<file path="src/rtl/clos_cm_sync_alloc.sv">
// clos_cm_sync_alloc -- clocked central-module port allocator for the Clos SDM router.
//
// Each of P input links (S, W, N, E, L) presents a one-hot target vector.
// Every output link has its own round-robin arbiter with a small
// IDLE -> GRANTED -> RECOVER -> IDLE state machine. A grant is held until
// its owner withdraws. It then spends one RECOVER cycle (return-to-zero)
// before the output can be arbitrated again.
//
// Ports:
//   clk   rising-edge clock
//   rst   synchronous active-high reset
//   req   [i*P +: P] target vector of input i (one-hot or zero)
//   ack   ack[i] = input i holds a grant
//   cfg   [o*P +: P] one-hot select of the input driving output o
//   busy  busy[o] = output o is GRANTED or RECOVER
//   err   err[i] = input i presented a multi-hot or illegal request last cycle
//
// All outputs are registered.

// Per-output arbiter and state machine.
//   cand  inputs eligible to win this output this cycle
//   keep  inputs whose request is exactly this output
//   cfg   registered one-hot owner (zero unless GRANTED)
//   take  owner chosen at this edge (IDLE only)
//   stay  owner that keeps its grant through this edge
//   busy  registered GRANTED-or-RECOVER flag
module clos_cm_out_arb #(
    parameter int P  = 5,
    parameter int PW = 3
) (
    input  logic         clk,
    input  logic         rst,
    input  logic [P-1:0] cand,
    input  logic [P-1:0] keep,
    output logic [P-1:0] cfg,
    output logic [P-1:0] take,
    output logic [P-1:0] stay,
    output logic         busy
);
    typedef enum logic [1:0] {IDLE, GRANTED, RECOVER} state_t;

    state_t        state;
    logic [PW-1:0] ptr, ptr_nxt;
    logic [P-1:0]  win;
    logic          found;
    int            idx;

    // Round-robin search starting at ptr, wrapping modulo P.
    always_comb begin
        win     = '0;
        ptr_nxt = ptr;
        found   = 1'b0;
        idx     = 0;
        for (int j = 0; j < P; j++) begin
            idx = int'(ptr) + j;
            if (idx >= P) idx = idx - P;
            if (!found && cand[idx]) begin
                found    = 1'b1;
                win[idx] = 1'b1;
                ptr_nxt  = (idx == P-1) ? '0 : PW'(idx + 1);
            end
        end
    end

    assign take = (state == IDLE)    ? win          : '0;
    assign stay = (state == GRANTED) ? (cfg & keep) : '0;

    always_ff @(posedge clk) begin
        if (rst) begin
            state <= IDLE;
            cfg   <= '0;
            busy  <= 1'b0;
            ptr   <= '0;
        end else begin
            case (state)
                IDLE: if (found) begin
                    state <= GRANTED;
                    cfg   <= win;
                    busy  <= 1'b1;
                    ptr   <= ptr_nxt;
                end
                GRANTED: if (stay == '0) begin
                    // Owner withdrew or retargeted; busy stays up through RECOVER.
                    state <= RECOVER;
                    cfg   <= '0;
                end
                RECOVER: begin
                    state <= IDLE;
                    busy  <= 1'b0;
                end
                default: begin
                    state <= IDLE;
                    cfg   <= '0;
                    busy  <= 1'b0;
                end
            endcase
        end
    end
endmodule

module clos_cm_sync_alloc #(
    parameter int             P     = 5,
    parameter logic [P*P-1:0] ALLOW = 25'h1FF_FFFF
) (
    input  logic           clk,
    input  logic           rst,
    input  logic [P*P-1:0] req,
    output logic [P-1:0]   ack,
    output logic [P*P-1:0] cfg,
    output logic [P-1:0]   busy,
    output logic [P-1:0]   err
);
    localparam int PW = (P > 1) ? $clog2(P) : 1;

    // Index convention: rq[i][o] is input i asking for output o,
    // cand/keep/cfg_s/take/stay are [o][i].
    logic [P-1:0][P-1:0] rq, alw, cand, keep, cfg_s, take, stay;
    logic [P-1:0]        valid, bad, ack_nxt;

    assign rq  = req;
    assign alw = ALLOW;
    assign cfg = cfg_s;

    always_comb begin
        valid   = '0;
        bad     = '0;
        cand    = '0;
        keep    = '0;
        ack_nxt = '0;
        for (int i = 0; i < P; i++) begin
            valid[i] = (rq[i] != '0) && ((rq[i] & (rq[i] - P'(1))) == '0)
                       && ((rq[i] & alw[i]) != '0);
            bad[i]   = (rq[i] != '0) && !valid[i];
        end
        for (int o = 0; o < P; o++) begin
            for (int i = 0; i < P; i++) begin
                // An input already holding a grant never competes elsewhere.
                cand[o][i] = valid[i] && rq[i][o] && !ack[i];
                keep[o][i] = (rq[i] == (P'(1) << o));
                ack_nxt[i] = ack_nxt[i] | take[o][i] | stay[o][i];
            end
        end
    end

    for (genvar o = 0; o < P; o++) begin : g_out
        clos_cm_out_arb #(.P(P), .PW(PW)) u_arb (
            .clk  (clk),
            .rst  (rst),
            .cand (cand[o]),
            .keep (keep[o]),
            .cfg  (cfg_s[o]),
            .take (take[o]),
            .stay (stay[o]),
            .busy (busy[o])
        );
    end

    always_ff @(posedge clk) begin
        if (rst) begin
            ack <= '0;
            err <= '0;
        end else begin
            ack <= ack_nxt;
            err <= bad;
        end
    end
endmodule

</file>
<file path="config.mk">
export PLATFORM = sky130hd
export DESIGN_NAME = clos_cm_sync_alloc
export DESIGN_NICKNAME = d
export VERILOG_FILES = /design/src/rtl/clos_cm_sync_alloc.sv
export SDC_FILE = /design/constraint.sdc
export NUM_CORES = 1
export LEC_CHECK = 0
export ABC_AREA = 1
export BUFFER_PORTS_ARGS = -buffer_cell sky130_fd_sc_hd__buf_2
export CAP_MARGIN = 15
export CORE_MARGIN = 4
export CORE_UTILIZATION = 65
export CTS_CLUSTER_SIZE = 14
export DETAILED_ROUTE_END_ITERATION = 6
export GPL_ROUTABILITY_DRIVEN = 0
export PLACE_DENSITY = 0.84
export SLEW_MARGIN = 10
export SYNTH_ARGS = -nofsm -noshare
export SYNTH_HDL_FRONTEND = slang
export SYNTH_SLANG_ARGS = --single-unit
</file>
<file path="constraint.sdc">
create_clock -name clk -period 5.8 [get_ports clk]
set_input_delay 0.29 -clock clk [delete_from_list [all_inputs] [get_ports clk]]
set_output_delay 0.29 -clock clk [all_outputs]
set_load 0.05 [all_outputs]
</file>
Yosys cells after proc, flatten, opt, wreduce, memory -nomap -nowiden. Index checks and enable logic that the tools add are counted.

Logic and storage cells: 812. Flip-flop bits (word level): 65. Output and inout bits: 40. Bits of input ports: 27.

$lt $le $gt $ge: 75. Reductions and logical operators: 185. Mux-type cells: 300. Bitwise logic cells: 85. Equality and inequality tests: 70. Add/subtract/negate cells: 75.

Operators with widths (number): 32-bit by 4-bit equality test with 1-bit output, second input constant (25); 32-bit by 1-bit >= comparator with 1-bit output, second input constant (25); 32-bit by 5-bit < comparator with 1-bit output, second input constant (25); 32-bit 2-to-1 mux (25); 32-bit by 4-bit >= comparator with 1-bit output, second input constant (20); 32-bit by 4-bit subtractor with 32-bit output, second input constant (20); 5-bit 2-to-1 mux (45); 3-bit 2-to-1 mux (50); 1-bit logical AND (110); 1-bit 2-to-1 mux (105); 5-bit OR (20); 3-bit by 2-bit adder with 3-bit output, second input constant (25); 1-bit binary-select mux with 3-bit select (25); 1-bit demux with 3-bit select (25); 5-bit one-hot mux with 3 select lines (5); 5-bit bitwise AND (10); 5-bit logical NOT (10); 5-bit nonzero test (10); 1-bit OR (45); 3-bit by 2-bit adder with 4-bit output, second input constant (10); 1-bit logical NOT (30); 3-bit AND reduction (10); 5-bit by 1-bit equality test with 1-bit output, second input constant (5); 5-bit by 2-bit equality test with 1-bit output, second input constant (5); 18 further kinds (105).

Depth between registers and ports, before layout. Gate-level depths: netlist of the first run.

Depth in word-level cells: 33. Gate-level depth with buffers: 24. Depth with buffers taken out: 24.

Modules after synthesis. A second synthesis of the first run with hierarchy kept.

Cells, all modules: 2279. Area total of the unflattened synthesis: 12987.5 µm².

By module, submodules not included: clos_cm_out_arb (g_out[1].u_arb ...) (times used 3, seq. area each 220.2 µm², area an instance 2374.8 µm², cells an instance 417); clos_cm_out_arb (g_out[0].u_arb) (times used 1, seq. area each 220.2 µm², area an instance 2443.6 µm², cells an instance 423); clos_cm_out_arb (g_out[4].u_arb) (times used 1, seq. area each 220.2 µm², area an instance 2372.3 µm², cells an instance 405); clos_cm_sync_alloc (times used 1, seq. area each 200.2 µm², area an instance 1047.3 µm², cells an instance 200).

Worst setup path before layout of the first run. Ideal clock, no wire load.

Path kind: register to register. From: register g_out[1].u_arb.ptr[1]. To: register ack[2]. Cell stages (with the launch flop): 21. Setup slack: 2.668 ns. Path buffers: 2. Setup time: 0.128 ns. Data required time: 5.672 ns. Data arrival time: 3.005 ns. Period minus slack after synthesis: 3.132 ns. Cells stage by stage: dfxtp_1 -> inv_1 -> ha_1 -> ha_1 -> buf_2 -> inv_1 -> a21oi_1 -> nor2_1 -> nand3_1 -> nand3_2 -> buf_4 -> nand2_2 -> nand2_1 -> nand2_1 -> inv_1 -> nor2_1 -> nand3_1 -> nand2_1 -> nand3_1 -> nor2_1 -> nor2_1.

Cells in the longest elaborated chain, start to end: 27. Elaborated cells on any way between the ends: 89. Those cells by class: 9 x add/sub; 15 x order compare; 40 x mux; 12 x bitwise; 13 x reduce/logical.

Ends and longest elaborated chain: start: declaration (RTL line 43) `logic [PW-1:0] ptr, ptr_nxt;`; start signal: assignment (RTL line 80) `ptr <= ptr_nxt;`; branches (longest 17 deep; another with 32-bit by 4-bit subtractor with 32-bit output); 5-bit 2-to-1 mux * (RTL line 57) `if (!found && cand[idx]) begin`; 5-bit 2-to-1 mux * (RTL line 65) `assign take = (state == IDLE) ? win : '0;`; 1-bit OR * (8 in a row) (RTL line 140) `ack_nxt[i] = ack_nxt[i] | take[o][i] | stay[o][i];`; end signal: assignment (RTL line 163) `ack <= ack_nxt;`; end: declaration (RTL line 108) `output logic [P-1:0] ack,`.

Every way passes the cells marked *. The select of a mux whose other input is x is not followed. A chain may end at the register's enable or synchronous reset.

Worst setup path in the final report of the first run.
From: register g_out[1].u_arb.ptr[0]. To: register ack[1].

Same word-level chain as after synthesis.

==> impl_results.md, run 1 <==
- Min-Delay Path Class: in2reg
- Commonest non-fill, non-tap cell in the layout: nand2_1
- Crit path max fanout: 15
- Setup_tns: 0 ns
- Ports: 67
- EDFF count, synth: 0
- Initial Util: 67.2%
- Status: finished clean
- Global routing usage on met3: 5.74%
- Crit path launch type: register
- Crit-path cells: inv_2, ha_1, ha_1, inv_1, a21oi_1, nor2_1, nand3_1, nand3_2, nand3_1, nand2_1, nor2_1, nand3_1, nand2_1, nand3_1, nor2_1, nor2_1
- Avg WL per Cell: 15.7 µm
- Total Wirelength: 37,700 µm
- Vias per cell: 6.04
- Vias in the first global route: 12,800
- TritonRoute pass-1 iters: 6
- Row count: 49
- Fin. Hold Viols: 0
- Inserted Clock Buffers: 9
- Sequential area share after synthesis: 10.6%
- WP data arrival: 4.33 ns
- Die X: 145 µm
- Crit. End Element: register
- CTS tree: built
- Top-area cell type share of the netlist area: 16.8%
- Critical Path Slowest Stage Cell: dfxtp_1
- Syn Nets: 2,280
- Initial antenna violation count: 1
- DRT antenna net count: 0
- Final #Nets: 2,338
- Syn avg cell area: 5.81 µm²
- Most used flip-flop cell after synthesis: dfxtp_1
- CP top delay family: simple AND/OR/NAND/NOR gates
- GRT overflow: 0
- Final setup viols: 0
- Clk buf depth: 2
- Critical Path Max Stage Delay: 0.73 ns
- Tmin final: 4.12 ns
- Drt drc: 0
- Seq cells post-synth: 65
- Clock insertion delay at the later pin of the skew report: 0.35 ns
- GRT Resource Usage Total: 33.6%
- WHS: 0.322 ns
- Root Driver: clkbuf_16
- Input/output buffers: 66
- RSZ-0062 raised after global routing: no
- Core ar.: 0.0182 mm²
- Largest net degree at the start of global routing: 57
- Cell Area, Synth: 0.0122 mm²
- Post-CTS Resized: 0
- Area Overhead vs Synth: 6.93%
- Ranking of synthesized cells by area: nand2_1, ha_1, dfxtp_1, nand3_1, nor2_1
- Least-Margin Pin Slew: 0.910 ns
- Yosys Warn Count: 0
- CP required: 6.01 ns
- Cts hold-fix bufs: 0
- Max H-tree Level: 3
- Crit Path Category: reg2reg
- Distinct cells, synth: 56
- Met2 Use GR: 53.6%
- Global route hottest layer: met2
- Total die area: 0.0211 mm²
- Die Ht: 145 µm
- First-pass GRT wire length: 60,500 µm
- Initial DRC Count: 1,688
- Clock Sinks: 65
- Synth Instances: 2,103
- Final Slew Violations: 0
- Antenna diodes: 0
- Fill cells: 1,640
- Max cap viols: 0
- Clock slew at reported path FFs: 0.07 ns
- Most frequent cells in the layout: nand2_1, nand3_1, nor2_1
- Top cell type by total area after synthesis: nand2_1
- Grt met1 use: 44.7%
- Fin crit share: 71.1%
- Setup Fix Bufs, Post-CTS: 0
- Buf/Inv on CP: 2
- Rel. slew slack: 38.9%
- Highest clock rate: 243 MHz
- Share of cells above drive strength 1: 10.3%
- DP HPWL: 30,100 µm
- Max Clock Skew: 0.0123 ns
- Via Count: 14,500
- Post-synthesis async set-or-reset flop share: 0%
==> state kept, by name, indices dropped and copies added (netlist names) <==
| register | count |
|---|---|
| g_out.u_arb.cfg | 25 |
| g_out.u_arb.ptr | 15 |
| g_out.u_arb.state | 10 |
| ack | 5 |
| err | 5 |
| g_out.u_arb.busy | 5 |
==> per-stage QoR <==
| step | cells | util (%) | setup WS [ns] | instance area (µm²) |
|---|---|---|---|---|
| floorplan | 2103 | - | 2.67 | 12200 |
| global placement | 2379 | 69.9 | 1.92 | 12700 |
| detailed placement | 2379 | 69.9 | 1.81 | 12700 |
| CTS | 2395 | 71.8 | 1.81 | 13100 |
| global route | 2395 | 71.8 | 1.32 | 13100 |
| finish | 2395 | 71.8 | 1.68 | 13100 |
==> final timing paths <==
| kind | start | end | depth (start not counted) | slack [ns] |
|---|---|---|---|---|
| min reg2reg | g_out[4].u_arb.busy | g_out[4].u_arb.busy | 2 | 0.46 |
| max reg2reg | g_out[1].u_arb.ptr[0] | ack[1] | 16 | 1.68 |
| max | g_out[1].u_arb.ptr[0] | ack[1] | 16 | 1.68 |
| min | req[8] | err[1] | 5 | 0.32 |
==> kinds of logic after synthesis <==
logic type	count (synthesis)	share of synthesized area, %
AOI/OAI and AO/OA	241	11.4
xor gates and xnor gates	42	3.99
adders and majority gates	150	15.7
buffers and inverters	307	9.94
DFF	65	10.6
muxes	1	0.113
and+or+nand+nor	1297	48.3
==> cells in the mapped netlist (7+ instances only) <==
cell type / instances
inv_1: 243
nor4_1: 18
xor2_2: 15
o21ai_0: 65
nand2_2: 20
buf_4: 9
xnor2_1: 7
inv_2: 36
nor2_2: 13
o211ai_1: 9
nor3_1: 41
xor2_1: 19
nand2_1: 548
o21ai_2: 12
nand3_1: 250
o21ai_1: 25
ha_1: 145
nand3_2: 14
nand4_1: 108
nor3b_1: 9
dfxtp_1: 65
nand3b_1: 9
a21oi_1: 103
nor2_1: 249
==> worst register-to-register path, stage by stage, from the launching register on <==
cell and delay (ns):
dfxtp_1 0.73, inv_2 0.27, ha_1 0.32, ha_1 0.46, inv_1 0.15, a21oi_1 0.53, nor2_1 0.16, nand3_1 0.14
nand3_2 0.25, nand3_1 0.21, nand2_1 0.08, nor2_1 0.16, nand3_1 0.10, nand2_1 0.12, nand3_1 0.14, nor2_1 0.12
nor2_1 0.05
==> cell type report <==
| type | instances | area, µm² | share of cell area (%) |
|---|---|---|---|
| inverter | 284 | 1070 | 8.15 |
| clock inverter | 7 | 124 | 0.947 |
| tap | 229 | 287 | 2.19 |
| sequential | 65 | 1300 | 9.95 |
| multi-input combinational | 1731 | 9710 | 74.3 |
| timing repair buffer | 70 | 360 | 2.76 |
| clock buffer | 9 | 225 | 1.72 |
==> per-layer routing <==
layer / up-vias / share of wire, %
li1: 7108 / -
met1: 6455 / 41
met2: 776 / 44
met3: 133 / 10
met4: 2 / 4.4
met5: - / 0.019
Power of run 1 is left out: the tool's default activity adds up to more than one toggle a clock period on the data nets, which glitch-free logic cannot reach.
==> inputs of run 2 (changes only) <==
Settings changed: CORE_UTILIZATION 65 to 58, PLACE_DENSITY 0.84 to 0.79.
Clock period 5.8 ns to 3.7 ns, I/O delays scaled along.
==> impl_results.md, run 2 (synthesized netlist as in run 1, its figures left out) <==
- Status: finished clean
- Initial DRC Count: 1,467
- Max Clock Skew: 0.0111 ns
- GRT overflow: 0
- Drt drc: 0
- Critical Path Slowest Stage Cell: dfxtp_2
- Core ar.: 0.0205 mm²
- Largest Register: g_out.u_arb.cfg
- Fin cells: 2,470
- Crit Path Category: reg2reg
- Highest clock rate: 292 MHz
- Clock insertion delay at the later pin of the skew report: 0.35 ns
- Largest net degree at the start of global routing: 57
- Share of cells above drive strength 1: 11.9%
- Placed Cells: 2,447
- Top Registers: g_out.u_arb.cfg: 25 flops, g_out.u_arb.ptr: 15 flops, g_out.u_arb.state: 10 flops
- Avg WL per Cell: 15.7 µm
- Fin. Hold Viols: 0
- WP data arrival: 3.62 ns
- Max reg flops: 25
- Max cap viols: 0
- Total Wirelength: 38,800 µm
- Crit path max fanout: 9
- Cell mode on critical path: nor2_1
- Vias per cell: 5.94
- Tmin final: 3.42 ns
- Die X: 153 µm
- Max H-tree Level: 3
- Final #Nets: 2,371
- Row count: 52
- Ports: 67
- Final Slew Violations: 0
- Min-Delay Path Class: in2reg
- Fill cells: 1,960
- Crit path launch type: register
- Most frequent cells in the layout: nand2_1, nand3_1, nor2_1
- Place WS: 0.237 ns
- Critical Path Max Stage Delay: 0.47 ns
- Multi-input combinational cell area: 0.00974 mm²
- WHS: 0.153 ns
- DP HPWL: 30,900 µm
- Input/output buffers: 66
- DRT antenna net count: 0
- Commonest non-fill, non-tap cell in the layout: nand2_1
- Final core utilization: 65.4%
- Crit-path cells: clkinvlp_4, buf_4, fa_1, nand2_2, inv_1, nand2_1, o21ai_1, nor2_1, nand2_1, nor2_1, nor2_2, nand3_1, nor2_1, nor2_1, nand3_1, a21oi_1, nand2_1, nor2_1, nor2_1
- Initial antenna violation count: 3
- Root Driver: clkbuf_16
- Inserted Clock Buffers: 9
- Die Ht: 153 µm
- Clk buf depth: 2
- CTS tree: built
- Crit. End Element: register
- CP required: 3.90 ns
- Final worst-path setup slack: 0.281 ns
- Least-Margin Pin Slew: 0.774 ns
- Fin crit share: 92.4%
- Register area: 0.00130 mm²
- Final setup viols: 0
- Vias in the first global route: 13,100
- Clock slew at reported path FFs: 0.06 ns
- First-pass GRT wire length: 63,200 µm
- Via Count: 14,700
- GRT Resource Usage Total: 31.7%
- Clock Sinks: 65
- Rel. slew slack: 48.0%
- Total die area: 0.0235 mm²
- TritonRoute pass-1 iters: 6
- Area Overhead vs Synth: 9.56%
- Initial Util: 59.7%
-- run 2: cell types whose count changed in the layout (fill, tap and decap cells not counted), moves of 2 or more --
cell	previous run	this run
buf_4	4	37
diode_2	0	3
inv_6	3	0
clkinvlp_4	1	3
inv_1	243	241
nand2_1	548	546
nand2_2	20	22
-- run 2: through the flow --
stage	TNS (ns)	instance area (µm²)
global placement	0	13000
finish	0	13400
global route	-0.0359	13400
detailed placement	0	13000
CTS	0	13300
floorplan	0	12200
-- run 2: layout make-up --
| class | count | area share [%] |
|---|---|---|
| timing repair buffer | 103 | 4.54 |
| tap | 270 | 2.52 |
| multi-input combinational | 1731 | 72.7 |
| inverter | 284 | 8.01 |
| sequential | 65 | 9.72 |
| clock inverter | 5 | 0.794 |
| antenna | 3 | 0.0560 |
| clock buffer | 9 | 1.68 |
-- run 2: final timing paths --
path              slack, ns  cells past startpoint                   to                   from
setup / recovery       0.28                     19               ack[0]  g_out[4].u_arb.ptr[1]
hold / removal         0.15                      3               err[0]                 req[4]
setup reg to reg       0.28                     19               ack[0]  g_out[4].u_arb.ptr[1]
hold reg to reg        0.46                      2  g_out[0].u_arb.busy    g_out[0].u_arb.busy
-- run 2: repair_timing --
action	in CTS	in global routing
hold buffers	0	0
buffers inserted	0	6
endpoints found under the setup margin	0	16
gates resized for setup	0	8
-- run 2: worst max-delay path, delay by kind of cell, from the launching register on --
| family | cells | cell delay (ns) |
|---|---|---|
| AO/OA/AOI/OAI | 2 | 0.37 |
| adder cells (fa/ha/maj) | 1 | 0.46 |
| buffers and inverters | 3 | 0.44 |
| flip-flops | 1 | 0.47 |
| AND/OR/NAND/NOR | 13 | 1.51 |
-- run 2: metal layers --
metal,GRT usage (%),share of wire (%),wire length (µm),vias up
met2,49.3,43,16700,824
met4,12.0,4.0,1550,2
met1,44.0,43,16500,6558
met5,0,0.028,11,-
li1,-,-,-,7157
met3,5.37,10,4000,133
Power of run 2 is left out for the same reason.
==> inputs of run 3 (changes only) <==
Settings changed: BUFFER_PORTS_ARGS -buffer_cell sky130_fd_sc_hd__buf_2 to not set, CORE_UTILIZATION 58 to 61, DONT_BUFFER_PORTS set to 1, PLACE_DENSITY 0.79 to 0.8.
==> impl_results.md, run 3 (synthesized netlist as in run 1, its figures left out) <==
- Status: finished clean
- Least-Margin Pin Slew: 0.777 ns
- Fin crit share: 91.0%
- Fill cells: 1,851
- Core ar.: 0.0196 mm²
- Largest net degree at the start of global routing: 54
- Final #Nets: 2,304
- Vias in the first global route: 12,900
- Setup_tns: 0 ns
- Highest clock rate: 297 MHz
- Final setup viols: 0
- Row count: 51
- CTS tree: built
- Crit path max fanout: 11
- Drt drc: 0
- Critical Path Slowest Stage Cell: o21ai_1
- GRT Resource Usage Total: 33.8%
- Crit. End Element: register
- Ports: 67
- Place WS: 0.289 ns
- Share of cells above drive strength 1: 9.05%
- CP top delay family: simple AND/OR/NAND/NOR gates
- Area Overhead vs Synth: 6.97%
- Crit-path cells: inv_1, ha_1, inv_1, ha_1, inv_1, nand2_2, o21ai_1, nand2_1, nand3_2, nand3_2, inv_2, nand2_1, nor2_4, o21ai_2, nand2_4, inv_2, a21oi_4, nand2_1, a21oi_1
- Clk buf depth: 2
- Total die area: 0.0224 mm²
- Inserted Clock Buffers: 9
- CP required: 3.97 ns
- Input/output buffers: 0
- Vias per cell: 5.98
- Top Registers: g_out.u_arb.cfg: 25 flops, g_out.u_arb.ptr: 15 flops, g_out.u_arb.state: 10 flops
- Final Slew Violations: 0
- Initial antenna violation count: 0
- Min-Delay Path Class: in2reg
- Largest Register: g_out.u_arb.cfg
- Antenna diodes: 0
- Max Clock Skew: 0.0143 ns
- Clock slew at reported path FFs: 0.06 ns
- RSZ-0062 raised after global routing: no
- Avg WL per Cell: 16.2 µm
- Clock Sinks: 65
- Tmin final: 3.37 ns
- Max cap viols: 0
- Clock insertion delay at the later pin of the skew report: 0.35 ns
- DP HPWL: 30,900 µm
- Max reg flops: 25
- Most frequent cells in the layout: nand2_1, nand3_1, nor2_1
- TritonRoute pass-1 iters: 7
- Crit path launch type: register
- WP data arrival: 3.64 ns
- Max H-tree Level: 3
- Final worst-path setup slack: 0.332 ns
- DRT antenna net count: 0
- Die Ht: 150 µm
- Commonest non-fill, non-tap cell in the layout: nand2_1
- GRT overflow: 0
- Initial Util: 62.4%
- Rel. slew slack: 48.1%
- Fin. Hold Viols: 0
- Die X: 150 µm
- Via Count: 14,300
- Critical Path Max Stage Delay: 0.44 ns
- Initial DRC Count: 1,262
- Root Driver: clkbuf_16
- First-pass GRT wire length: 62,800 µm
- Buf/Inv on CP: 5
- Total Wirelength: 38,700 µm
- Crit Path Category: reg2reg
run 3: cell count changes in the layout (fill, tap and decap cells not counted), moves of 2 or more:
cell,change
clkbuf_8,+3
clkinvlp_4,-2
inv_1,+2
buf_4,-3
buf_2,-66
diode_2,-3
run 3: area by class of cell:
type	instances	area [µm²]	share of cell area, %
Clock buffer	12	267	2.04
Timing Repair Buffer	36	285	2.18
Multi-Input combinational cell	1731	9730	74.4
Sequential cell	65	1300	9.97
Inverter	284	1070	8.15
Clock inverter	4	97.6	0.746
Tap cell	265	332	2.53
run 3: timing repair:
| item | CTS | global route |
|---|---|---|
| setup endpoints to repair | 0 | 10 |
| endpoints found under the hold margin | 53 | 0 |
| buffers inserted | 0 | 0 |
| resized for setup | 0 | 7 |
| hold buffers | 2 | 0 |
run 3: stage by stage:
stage                     cells  utilization [%]  hold WS (ns)  instance area, µm²
final                      2397             66.8        0.0178               13100
after global routing       2397             66.8        0.0227               13100
after CTS                  2397             66.7        0.0116               13100
after detailed placement   2379             64.7         0.267               12700
after global placement     2379             64.7         0.267               12700
after floorplan            2103                -         0.334               12200
run 3: path summary, 6_finish.rpt:
kind	slack, ns	from	endpoint	depth (start not counted)
worst min-delay path	0.02	req[4]	err[0]	2
worst min register to register	0.55	g_out[0].u_arb.state[1]	g_out[0].u_arb.busy	3
worst max register to register	0.33	g_out[0].u_arb.ptr[1]	g_out[0].u_arb.cfg[2]	19
worst max-delay path	0.33	g_out[0].u_arb.ptr[1]	g_out[0].u_arb.cfg[2]	19
run 3: per-layer routing:
metal  track usage [%]  routed length [µm]  share of wire, %
met5                 0                   0                 0
met1              43.4               15900                41
met2              54.2               17100                44
met4              11.8                1410               3.6
met3              9.99                4310                11
Power of run 3 is left out for the same reason.
